==> src/rtl/ofdm_frame_sequencer.sv <==
// rtl/ofdm_frame_sequencer.sv - gates a sample stream into triggered frames with offset and CP gaps
module ofdm_frame_sequencer #(
  parameter int              WIDTH         = 32,
  parameter int              CNT_W         = 16,
  parameter logic [7:0]      SR_FRAME_LEN  = 8'd16,
  parameter logic [7:0]      SR_GAP_LEN    = 8'd17,
  parameter logic [7:0]      SR_OFFSET     = 8'd18,
  parameter logic [7:0]      SR_NUM_FRAMES = 8'd19,
  parameter logic [7:0]      SR_CLEAR      = 8'd20
) (
  input  logic             clk,
  input  logic             reset_n,
  input  logic             set_stb,
  input  logic [7:0]       set_addr,
  input  logic [31:0]      set_data,
  input  logic [WIDTH-1:0] i_tdata,
  input  logic             i_ttrig,
  input  logic             i_tvalid,
  output logic             i_tready,
  output logic [WIDTH-1:0] o_tdata,
  output logic             o_tlast,
  output logic             o_tuser,
  output logic             o_tvalid,
  input  logic             o_tready,
  output logic             busy,
  output logic [CNT_W-1:0] frame_cnt
);

  typedef enum logic [1:0] {S_IDLE, S_OFFSET, S_FRAME, S_GAP} state_t;

  state_t           state, state_nxt;
  logic [CNT_W-1:0] frame_sh, gap_sh, offset_sh, num_sh;
  logic [CNT_W-1:0] frame_len, gap_len, num_frames;
  logic [CNT_W-1:0] frame_len_nxt, gap_len_nxt, num_frames_nxt;
  logic [CNT_W-1:0] cnt, cnt_nxt, frame_cnt_nxt;
  logic             first, first_nxt;
  logic [CNT_W-1:0] f_len, g_len, n_frm, pos, done_cnt, done_inc;
  logic             pass, latch, clear;
  logic             unused_data;

  assign clear       = set_stb && (set_addr == SR_CLEAR);
  assign unused_data = ^set_data[31:CNT_W];
  assign o_tdata     = i_tdata;
  assign busy        = (state != S_IDLE);
  assign done_inc    = done_cnt + CNT_W'(1);

  // Shadow registers; only copied into the active set on a trigger beat
  always_ff @(posedge clk) begin
    if (!reset_n) begin
      frame_sh  <= CNT_W'(64);
      gap_sh    <= CNT_W'(16);
      offset_sh <= '0;
      num_sh    <= CNT_W'(1);
    end else if (set_stb) begin
      case (set_addr)
        SR_FRAME_LEN:  frame_sh  <= set_data[CNT_W-1:0];
        SR_GAP_LEN:    gap_sh    <= set_data[CNT_W-1:0];
        SR_OFFSET:     offset_sh <= set_data[CNT_W-1:0];
        SR_NUM_FRAMES: num_sh    <= set_data[CNT_W-1:0];
        default: ;
      endcase
    end
  end

  always_ff @(posedge clk) begin
    if (!reset_n) begin
      state      <= S_IDLE;
      cnt        <= '0;
      frame_cnt  <= '0;
      first      <= 1'b0;
      frame_len  <= CNT_W'(64);
      gap_len    <= CNT_W'(16);
      num_frames <= CNT_W'(1);
    end else begin
      state      <= state_nxt;
      cnt        <= cnt_nxt;
      frame_cnt  <= frame_cnt_nxt;
      first      <= first_nxt;
      frame_len  <= frame_len_nxt;
      gap_len    <= gap_len_nxt;
      num_frames <= num_frames_nxt;
    end
  end

  always_comb begin
    state_nxt      = state;
    cnt_nxt        = cnt;
    frame_cnt_nxt  = frame_cnt;
    first_nxt      = first;
    frame_len_nxt  = frame_len;
    gap_len_nxt    = gap_len;
    num_frames_nxt = num_frames;
    f_len          = frame_len;
    g_len          = gap_len;
    n_frm          = num_frames;
    pos            = cnt;
    done_cnt       = frame_cnt;
    pass           = 1'b0;
    latch          = 1'b0;
    i_tready       = 1'b1;
    o_tvalid       = 1'b0;
    o_tlast        = 1'b0;
    o_tuser        = 1'b0;

    case (state)
      S_IDLE: begin
        if (i_tvalid && i_ttrig) begin
          // The frame logic below runs on the about-to-be-latched values
          f_len    = (frame_sh == '0) ? CNT_W'(1) : frame_sh;
          g_len    = gap_sh;
          n_frm    = num_sh;
          pos      = '0;
          done_cnt = '0;
          if (offset_sh != '0) begin
            latch         = 1'b1;
            frame_cnt_nxt = '0;
            first_nxt     = 1'b1;
            cnt_nxt       = offset_sh - CNT_W'(1);
            state_nxt     = (offset_sh == CNT_W'(1)) ? S_FRAME : S_OFFSET;
          end else begin
            pass    = 1'b1;
            o_tuser = 1'b1;
          end
        end
      end
      S_OFFSET: begin
        if (i_tvalid) begin
          if (cnt == CNT_W'(1)) begin
            state_nxt = S_FRAME;
            cnt_nxt   = '0;
          end else begin
            cnt_nxt = cnt - CNT_W'(1);
          end
        end
      end
      S_FRAME: begin
        pass    = 1'b1;
        o_tuser = first;
      end
      S_GAP: begin
        if (i_tvalid) begin
          if (cnt == gap_len - CNT_W'(1)) begin
            state_nxt = S_FRAME;
            cnt_nxt   = '0;
          end else begin
            cnt_nxt = cnt + CNT_W'(1);
          end
        end
      end
      default: state_nxt = S_IDLE;
    endcase

    if (pass) begin
      i_tready = o_tready;
      o_tvalid = i_tvalid;
      o_tlast  = (pos == f_len - CNT_W'(1));
      if (i_tvalid && o_tready) begin
        latch     = (state == S_IDLE);
        first_nxt = 1'b0;
        if (o_tlast) begin
          frame_cnt_nxt = done_inc;
          cnt_nxt       = '0;
          if (n_frm != '0 && done_inc == n_frm) state_nxt = S_IDLE;
          else if (g_len == '0)                 state_nxt = S_FRAME;
          else                                  state_nxt = S_GAP;
        end else begin
          frame_cnt_nxt = done_cnt;
          cnt_nxt       = pos + CNT_W'(1);
          state_nxt     = S_FRAME;
        end
      end
    end

    if (latch) begin
      frame_len_nxt  = f_len;
      gap_len_nxt    = g_len;
      num_frames_nxt = n_frm;
    end

    // Abort wins over any beat in the same cycle; frame_cnt keeps its value
    if (clear) begin
      state_nxt      = S_IDLE;
      cnt_nxt        = cnt;
      frame_cnt_nxt  = frame_cnt;
      first_nxt      = first;
      frame_len_nxt  = frame_len;
      gap_len_nxt    = gap_len;
      num_frames_nxt = num_frames;
    end
  end

endmodule
==> config.mk <==
export PLATFORM = sky130hd
export DESIGN_NAME = ofdm_frame_sequencer
export DESIGN_NICKNAME = d
export VERILOG_FILES = /design/src/rtl/ofdm_frame_sequencer.sv
export SDC_FILE = /design/constraint.sdc
export NUM_CORES = 1
export LEC_CHECK = 0
export ABC_CLOCK_PERIOD_IN_PS = 21100
export BUFFER_PORTS_ARGS = -buffer_cell sky130_fd_sc_hd__buf_2
export CAP_MARGIN = 20
export CORE_UTILIZATION = 62
export DETAILED_ROUTE_END_ITERATION = 12
export PLACE_DENSITY = 0.85
export SLEW_MARGIN = 20
export SYNTH_ARGS = -nofsm -noshare
export SYNTH_HDL_FRONTEND = slang
export SYNTH_SLANG_ARGS = --single-unit
==> constraint.sdc <==
create_clock -name clk -period 21.1 [get_ports clk]
set_input_delay 6.33 -clock clk [delete_from_list [all_inputs] [get_ports clk]]
set_output_delay 6.33 -clock clk [all_outputs]
set_load 0.05 [all_outputs]
==> results.py, run 1 <==
metrics = {
    "synthesis": {
        "muxShareOfSynthArea_pct": 5.780,
        "syn-num-nets": 1410,
        "avgSynthCellArea_um2": 7.526,
        "syn_area_um2": 9957,
        "yosys.area_share.simple_pct": 27.72,
        "synth_top_family_by_area": "simple AND/OR/NAND/NOR gates",
        "synth_flop_cell": "dfxtp_1",
        "synth-xor-area-share_pct": 9.739,
        "synth-seq-area-share_pct": 29.56,
        "async_flop_share_pct": 0,
        "ys_types": 83,
        "yosysWarnings": 0,
        "synthAdderAreaFrac_pct": 1.131,
        "synth_compound_area_share_pct": 18.77,
        "synth_edf_count": 0,
        "syn_inst": 1323,
        "ys_ff_latch": 147,
    },
    "setup_path": {
        "cp_cell_sequence": "buf_2 > nand4bb_1 > buf_4 > mux2i_1 > ha_1 > or3b_1 > o31ai_4 > o2111ai_1 > o32a_1 > nand4bb_1 > a2111oi_1 > nor2b_1 > buf_2",
        "worstSetupPathType": "input pin to output port",
        "critical_path_arrival_ps": 10760,
        "required_ps": 14770,
        "crit_slowest_cell": "a2111oi_1",
        "path_buf_inv": 3,
        "rr_worst_depth": 13,
        "r2r-start": "state[0]",
        "cp_top_family": "compound AO/OA/AOI/OAI gates",
        "path_max_fanout": 33,
        "reg2reg_to": "frame_cnt[10]",
        "endpoint_kind": "output port",
        "max_stage_delay_ps": 1000,
        "reg2reg_slack_ps": 16000,
        "crit_path_start_kind": "input pin",
    },
    "clock_network": {
        "cts_resized": 0,
        "post_cts_buffers": 0,
        "cts-root-buf": "clkbuf_16",
        "cts_tree": "yes",
        "cts_inserted_buffers": 17,
        "clock_latency_ps": 430,
        "hold_buffers": 0,
        "htreeDepth": 4,
        "clockBufferDepth": 2,
        "clock_sinks": 147,
        "clk_pin_slew_ps": 70,
    },
    "placement": {
        "gp_congestion": 0.9460,
        "port_buffers": 50,
        "dp_hpwl_mm": 21.73,
    },
    "power": {
        "clockPowerShare_pct": 46.0,
        "comb_power_share_pct": 10.7,
        "swShare_pct": 29.60,
        "p_sw_w": 0.0001960,
        "p_leak_nw": 3.841,
        "internal_power_w": 0.0004663,
        "powerDensity_nw_per_um2": 62.55,
        "ir_worst_vdd_mv": 0.06375,
        "p_seq_share_pct": 43.3,
    },
    "route": {
        "drt_first_iter_violations": 1195,
        "antenna_left": 0,
        "first_pass_iters": 7,
        "finalWirelength_mm": 31.31,
        "vias": 10140,
        "routedWlPerCell_um": 20.87,
        "drc": 0,
        "via_per_inst": 6.758,
    },
    "timing": {
        "slew_viol_final": 0,
        "period_minus_slack_ps": 17090,
        "fin_crit_sh_pct": 81.00,
        "slew_headroom_pct": 24.43,
        "tightest_slew_ps": 1131,
        "fin_tns_setup_ps": 0,
        "skew_ps": 10.98,
        "setup_viol": 0,
        "fmax_ghz": 0.05851,
        "hold_viol": 0,
        "rsz0062_at_grt": "no",
    },
    "die": {
        "ios": 131,
        "die_area_um2": 16570,
        "die_x_um": 128.7,
        "rows": 45,
        "core_area_um2": 15430,
        "die_y_um": 128.7,
        "start_util_pct": 64.54,
    },
    "layout": {
        "utilization_pct": 68.64,
        "multi_input_area_um2": 6321,
        "drive_gt1_share_pct": 9.697,
        "fin_nets": 1363,
        "seqCellArea_um2": 2943,
        "nFillCells": 1290,
        "syn2layout_area_growth_pct": 6.346,
        "diodes": 0,
    },
    "global_route": {
        "grt_pass1_wl_mm": 49.09,
        "grt_overflow_total": 0,
        "grt_pass1_vias": 9030,
        "grt_max_degree": 68,
        "grt_use_total_pct": 38.26,
        "antenna_found_initial": 0,
    },
    "hold_path": {
        "hold_class": "flop to flop",
        "hold_end": "frame_len[15]",
        "min_from": "frame_len[15]",
        "min_path_cells": 2,
    },
    "run": {
        "cap_violations": 0,
    },
    "run_status": {
        "status": "completed",
    },
}
registers in the layout (all words and copies together), names as in the netlist, 2 cells and up:
register	cells
frame_len	16
frame_cnt	16
gap_sh	16
num_frames	16
state	2
gap_len	16
offset_sh	16
num_sh	16
cnt	16
frame_sh	16
cell usage after synthesis (8+ instances only):
| master | n | area share [%] |
|---|---|---|
| nor3_1 | 41 | 2.1 |
| nand3b_1 | 11 | 0.83 |
| buf_1 | 14 | 0.53 |
| or3_1 | 10 | 0.63 |
| and3_1 | 10 | 0.63 |
| nand2b_1 | 9 | 0.57 |
| nand4_1 | 16 | 1.0 |
| inv_1 | 18 | 0.68 |
| o21ai_0 | 45 | 2.3 |
| a21oi_1 | 96 | 4.8 |
| ha_1 | 9 | 1.1 |
| a211oi_1 | 15 | 1.1 |
| nand2_1 | 209 | 7.9 |
| o211ai_1 | 12 | 0.90 |
| nor2_1 | 112 | 4.2 |
| buf_2 | 13 | 0.65 |
| and2_1 | 11 | 0.69 |
| clkbuf_1 | 72 | 2.7 |
| a31oi_1 | 25 | 1.6 |
| xnor2_1 | 61 | 5.4 |
| nand3_1 | 44 | 2.2 |
| mux2i_1 | 53 | 5.3 |
| nor4_1 | 39 | 2.5 |
| xor2_1 | 42 | 3.7 |
| buf_4 | 32 | 2.4 |
| or4_1 | 9 | 0.68 |
| dfxtp_1 | 147 | 30 |
| a21o_1 | 8 | 0.60 |
layer usage:
metal | vias to the layer above | track usage [%] | wire [um]
met1 | 4763 | 51.79 | 12880
met3 | 104 | 8.316 | 3582
li1 | 4628 | - | -
met2 | 642 | 58.31 | 13780
met4 | 0 | 17.30 | 1064
met5 | - | 0 | 0
layout make-up:
cell class / count / share of cell area (%)
multi-input combinational: 1023 / 59.70
sequential: 147 / 27.79
clock buffer: 18 / 4.147
timing repair buffer: 68 / 3.639
tap: 211 / 2.493
clock inverter: 14 / 1.560
inverter: 19 / 0.6735
cell usage in the layout (no fill, tap or decap), types with 11 or more instances in the layout:
master     netlist  routed
a21oi_1         96      95
nor4_1          39      38
xnor2_1         61      61
buf_4           32      18
a211oi_1        15      15
dfxtp_1        147     147
o21ai_0         45      45
inv_1           18      18
nor2_1         112     112
nand4_1         16      16
nand3_1         44      44
buf_2           13      50
xor2_1          42      42
nand2_1        209     209
mux2i_1         53      53
a31oi_1         25      25
o211ai_1        12      12
clkbuf_16        0      17
nand3b_1        11      11
nor3_1          41      41
and2_1          11      11
worst max-delay path by stage:
stage                     slack, ps  depth (start not counted)     start  endpoint
after CTS                      4100                         13  i_tvalid   o_tlast
after global placement         4200                         13  i_tvalid   o_tlast
final                          4010                         13  i_tvalid   o_tlast
after detailed placement       4130                         13  i_tvalid   o_tlast
after global routing           3870                         13  i_tvalid   o_tlast
after floorplan                4210                         16  i_tvalid   o_tlast
stage by stage:
stage	hold slack, ps	worst slack (ps)	cell area, um^2	total power [W]	std cells
floorplan	440.1	4210	9957	0.0003554	1323
global placement	457.6	4203	9985	0.0003595	1468
detailed placement	464.9	4130	9985	0.0003607	1468
CTS	479.2	4098	10590	0.0006615	1500
global route	501.4	3867	10590	0.0006792	1500
finish	475.4	4010	10590	0.0006624	1500
power by group through the flow:
stage	clock (W)	sequential (W)	combinational (W)
final	0.000305	0.000287	0.0000706
after global routing	0.000317	0.000287	0.0000755
after CTS	0.000307	0.000286	0.0000685
after detailed placement	0	0.000293	0.0000679
after global placement	0	0.000293	0.0000668
after floorplan	0	0.000287	0.0000687
worst min-delay path, cell delays in order (launching register included):
cell	delay, ps
dfxtp_1	320
nand2_1	50
a21oi_1	50
kinds of logic (layout without fill, tap and decap cells):
kind of cell | count (synthesis) | count (layout)
AND/OR/NAND/NOR | 565 | 565
AO/OA/AOI/OAI | 286 | 286
buffers and inverters | 153 | 119
flip-flops | 147 | 147
XOR/XNOR | 106 | 106
multiplexers | 57 | 57
adder cells (fa/ha/maj) | 9 | 9
Power figures use the tool's default switching activity.
==> run 2, diff against run 1 <==
Settings changed: ABC_CLOCK_PERIOD_IN_PS 21100 to 16400, CORE_UTILIZATION 62 to 59, PLACE_DENSITY 0.85 to 0.81.
Clock period 21.1 ns to 16.4 ns, I/O delays scaled along.
==> run 2 against run 1 <==
  * Count of clock-buffer cells in the layout up 2
  * Sequential share of layout area down 0.11 points
  * Cell area up 0.40%
  * Power up 33%
  * Register-to-register slack worse by 4700 ps
  * Combinational power up 34%
  * Routed wire length down 1.4%
  * Critical endpoint unchanged
==> results.py, run 2 (synthesized netlist as in run 1, its figures left out) <==
metrics = {
    "setup_path": {
        "endpoint_kind": "output port",
        "required_ps": 11480,
        "path_max_fanout": 27,
        "rr_worst_depth": 14,
        "path_depth": 15,
        "crit_slowest_cell": "nand4bb_1",
        "critical_path_arrival_ps": 9180,
        "cp_cell_sequence": "buf_2 > nand4bb_1 > nor2_1 > o21ai_0 > o21ai_0 > ha_1 > or3b_1 > o31ai_4 > o2111ai_1 > o32a_1 > nand4bb_1 > a2111oi_0 > buf_4 > nor2b_1 > buf_2",
        "max_stage_delay_ps": 520,
        "worstSetupPathType": "input pin to output port",
        "cp_top_family": "simple AND/OR/NAND/NOR gates",
        "path_buf_inv": 3,
        "crit_path_start_kind": "input pin",
    },
    "clock_network": {
        "cts_inserted_buffers": 17,
        "htreeDepth": 4,
        "cts-root-buf": "clkbuf_16",
        "clock_latency_ps": 430,
        "clock_sinks": 147,
        "clockBufferDepth": 2,
        "cts_tree": "yes",
        "post_cts_buffers": 0,
        "cts_resized": 0,
        "clk_pin_slew_ps": 60,
        "hold_buffers": 0,
    },
    "layout": {
        "utilization_pct": 64.34,
        "multi_input_area_um2": 6320,
        "mostFrequentLayoutCells": "nand2_1 (209), dfxtp_1 (147), nor2_1 (112), a21oi_1 (95), xnor2_1 (61)",
        "drive_gt1_share_pct": 9.690,
        "fin_nets": 1365,
        "final_common_cell": "nand2_1",
        "nFillCells": 1453,
        "seqCellArea_um2": 2943,
        "syn2layout_area_growth_pct": 6.773,
        "diodes": 0,
    },
    "route": {
        "antenna_left": 0,
        "first_pass_iters": 5,
        "routedWlPerCell_um": 20.45,
        "via_per_inst": 6.553,
        "top_layer": "met4",
        "drc": 0,
        "finalWirelength_mm": 30.88,
        "drt_first_iter_violations": 1452,
        "vias": 9895,
        "routed-wl-met3_mm": 3.307,
        "wl_met1_mm": 13.19,
        "dr_wl_met2_mm": 13.19,
    },
    "run_status": {
        "status": "completed",
    },
    "timing": {
        "period_minus_slack_ps": 14100,
        "slew_viol_final": 0,
        "skew_ps": 10.20,
        "rsz0062_at_grt": "no",
        "slew_headroom_pct": 24.44,
        "fin_crit_sh_pct": 86.00,
        "fmax_ghz": 0.07091,
        "hold_viol": 0,
        "setup_viol": 0,
        "fin_tns_setup_ps": 0,
        "tightest_slew_ps": 1130,
        "fin_ws_ps": 2297,
    },
    "global_route": {
        "grt_max_degree": 108,
        "antenna_found_initial": 0,
        "grt_pass1_vias": 8806,
        "grt_pass1_wl_mm": 48.72,
        "grt_overflow_total": 0,
        "grt_use_total_pct": 35.65,
    },
    "die": {
        "die_area_um2": 17400,
        "core_area_um2": 16520,
        "die_y_um": 131.9,
        "ios": 131,
        "die_x_um": 131.9,
        "rows": 47,
        "start_util_pct": 60.26,
    },
    "placement": {
        "port_buffers": 50,
        "gp_congestion": 0.9599,
        "dp_hpwl_mm": 21.57,
        "place_ws_ps": 2505,
    },
    "hold_path": {
        "hold_class": "flop to flop",
        "min_path_cells": 2,
    },
    "power": {
        "powerDensity_nw_per_um2": 82.62,
        "ir_worst_vdd_mv": 0.07476,
        "p_leak_nw": 3.871,
    },
    "run": {
        "cap_violations": 0,
    },
}
[run 2: power by group]
group	switching [W]	internal (W)
clock network	0.000166	0.000252
logic	0.0000615	0.0000328
registers	0.00000693	0.000359
[run 2: cell type report]
type,instances,share of cell area [%]
tap,220,2.589
timing repair buffer,70,3.766
inverter,19,0.6708
clock inverter,11,1.553
clock buffer,20,4.296
multi-input combinational,1023,59.44
sequential,147,27.68
[run 2: final timing paths]
path,slack [ps],from,end
setup / recovery,2300,i_tvalid,o_tlast
hold / removal,470,num_sh[6],num_frames[6]
setup reg to reg,11270,state[0],cnt[9]
hold reg to reg,470,num_sh[6],num_frames[6]
[run 2: per-layer routing]
| metal | vias to the layer above | global-route usage [%] |
|---|---|---|
| li1 | 4633 | - |
| met1 | 4589 | 50.92 |
| met2 | 584 | 52.00 |
| met3 | 89 | 6.036 |
| met4 | 0 | 16.93 |
| met5 | - | 0 |
[run 2: worst register-to-register path, delay by kind of cell (launching register included)]
kind / cells / cell delay, ps
flops: 1 / 480
fa+ha+maj: 1 / 290
simple gates: 6 / 2330
compound gates: 6 / 1620
buf+inv: 1 / 300
[run 2: through the flow]
step                      area [um^2]  power [W]  std cells  hold WS [ps]
final                           10630  0.0008783       1510         468.8
after global routing            10630  0.0009021       1510         493.3
after CTS                       10630  0.0008767       1510         470.1
after detailed placement        10010  0.0004652       1479         460.8
after global placement          10010  0.0004644       1479         453.8
after floorplan                  9957  0.0004572       1323         440.1
==> run 3, diff against run 2 <==
Settings changed: ABC_CLOCK_PERIOD_IN_PS 16400 to 12140, CORE_UTILIZATION 59 to 53, PLACE_DENSITY 0.81 to 0.77.
Clock period 16.4 ns to 12.14 ns, I/O delays scaled along.
==> run 3 against run 2 <==
  * The flow now finishes with violations (DRC)
  * Sequential cell count is the same
  * Global-route usage shrank 3.4 points
  * Worst setup slack lost 1000 ps
  * Largest power group unchanged
==> results.py, run 3 (synthesized netlist as in run 1, its figures left out) <==
metrics = {
    "setup_path": {
        "r2r-start": "frame_sh[4]",
        "required_ps": 8500,
        "reg2reg_to": "cnt[9]",
        "worstSetupPathType": "input pin to output port",
        "cp-startpoint": "i_tvalid",
        "reg2reg_slack_ps": 7340,
        "endpoint": "o_tlast",
        "rr_worst_depth": 13,
        "crit_path_start_kind": "input pin",
        "endpoint_kind": "output port",
        "critical_path_arrival_ps": 7200,
        "path_max_fanout": 26,
    },
    "clock_network": {
        "clockBufferDepth": 2,
        "clock_sinks": 147,
        "post_cts_buffers": 0,
        "cts_tree": "yes",
        "cts-root-buf": "clkbuf_16",
        "cts_inserted_buffers": 17,
        "clock_latency_ps": 440,
        "hold_buffers": 0,
        "cts_resized": 0,
        "htreeDepth": 4,
        "clk_pin_slew_ps": 60,
    },
    "run_status": {
        "violations": "DRC",
        "status": "complete, but fails checks",
    },
    "route": {
        "vias": 9943,
        "first_pass_iters": 12,
        "drt_first_iter_violations": 1323,
        "finalWirelength_mm": 31.26,
        "drc": 9,
        "antenna_left": 0,
        "routedWlPerCell_um": 20.52,
        "via_per_inst": 6.529,
    },
    "die": {
        "ios": 131,
        "die_y_um": 139.1,
        "start_util_pct": 54.68,
        "rows": 49,
        "die_area_um2": 19340,
        "core_area_um2": 18210,
        "die_x_um": 139.1,
    },
    "timing": {
        "hold_viol": 0,
        "period_minus_slack_ps": 10840,
        "rsz0062_at_grt": "no",
        "skew_ps": 15.64,
        "setup_viol": 0,
        "slew_headroom_pct": 24.71,
        "fin_tns_setup_ps": 0,
        "fmax_ghz": 0.09222,
        "slew_viol_final": 0,
        "fin_crit_sh_pct": 89.33,
        "tightest_slew_ps": 1129,
    },
    "placement": {
        "dp_hpwl_mm": 21.62,
        "placed_cell_area_um2": 10040,
        "port_buffers": 50,
        "gp_congestion": 0.9907,
    },
    "global_route": {
        "antenna_found_initial": 0,
        "grt_pass1_vias": 8806,
        "grt_pass1_wl_mm": 48.91,
        "grt_max_degree": 106,
        "grt_overflow_total": 0,
        "grt_use_total_pct": 32.24,
    },
    "layout": {
        "syn2layout_area_growth_pct": 6.522,
        "final_cell_area_um2": 10610,
        "diodes": 0,
        "fin_nets": 1368,
        "mostFrequentLayoutCells": "nand2_1 (209), dfxtp_1 (147), nor2_1 (112), a21oi_1 (95), xnor2_1 (61)",
        "drive_gt1_share_pct": 9.969,
        "final_common_cell": "nand2_1",
        "nFillCells": 1639,
    },
    "run": {
        "cap_violations": 0,
    },
    "power": {
        "p_leak_nw": 3.852,
        "powerDensity_nw_per_um2": 107.7,
        "ir_worst_vdd_mv": 0.1001,
    },
    "hold_path": {
        "hold_class": "flop to flop",
    },
}
==> run 3: cell count changes in the layout (fill, tap and decap cells not counted), sizes merged <==
| cell | before | now |
|---|---|---|
| buf | 70 | 73 |
| clkbuf | 20 | 18 |
| clkinv | 1 | 2 |
| inv | 26 | 29 |
| bufinv | 3 | 0 |
| clkinvlp | 0 | 2 |
==> run 3: through the flow <==
stage | cells | total power (W) | hold slack (ps) | utilization, % | worst slack, ps
final | 1523 | 0.001142 | 467.7 | 58.25 | 1296
after detailed placement | 1491 | 0.0006303 | 461.0 | 55.16 | 1367
after global placement | 1491 | 0.0006285 | 453.2 | 55.16 | 1333
after CTS | 1523 | 0.001139 | 471.1 | 58.25 | 1355
after global routing | 1523 | 0.001174 | 487.0 | 58.25 | 1079
after floorplan | 1323 | 0.0006176 | 440.1 | - | 625.9
==> run 3: worst min-delay path by stage <==
stage / startpoint / end / slack (ps) / cells after the start
floorplan: num_sh[5] / num_frames[5] / 440 / 2
global placement: num_frames[5] / num_frames[5] / 450 / 2
detailed placement: gap_sh[5] / gap_len[5] / 460 / 2
CTS: num_sh[9] / num_frames[9] / 470 / 2
global route: gap_sh[1] / gap_len[1] / 490 / 2
finish: num_sh[9] / num_frames[9] / 470 / 2
==> run 3: where the power goes <==
part	switching (W)	internal, W	total (W)
Combinational	0.0000856	0.0000449	0.000130
Clock	0.000246	0.000272	0.000518
Sequential	0.00000832	0.000485	0.000494
Total	0.000340	0.000802	0.00114
==> run 3: area by class of cell <==
class | instances | area (um^2) | share of cell area, %
Multi-Input combinational cell | 1023 | 6320 | 59.58
Sequential cell | 147 | 2943 | 27.75
Clock buffer | 18 | 429.2 | 4.046
Timing Repair Buffer | 73 | 422.9 | 3.987
Tap cell | 229 | 286.5 | 2.701
Clock inverter | 14 | 133.9 | 1.262
Inverter | 19 | 71.32 | 0.6724
==> run 3: per-layer routing <==
metal	up-vias	part of all wire, %	global-route usage, %
li1	4629	-	-
met1	4653	43	44.88
met2	570	43	47.61
met3	91	11	6.285
met4	0	3.7	15.56
met5	-	0	0
==> run 3: worst max-delay path, stage by stage <==
cell and delay, ps:
buf_2 120, buf_4 220, nor4bb_4 190, o21ai_0 270, ha_1 300, or3b_1 480, o31ai_4 190, o2111ai_1 160
o32a_1 390, nand4bb_1 190, a2111oi_0 400, buf_4 230, nor2b_1 130, buf_2 270
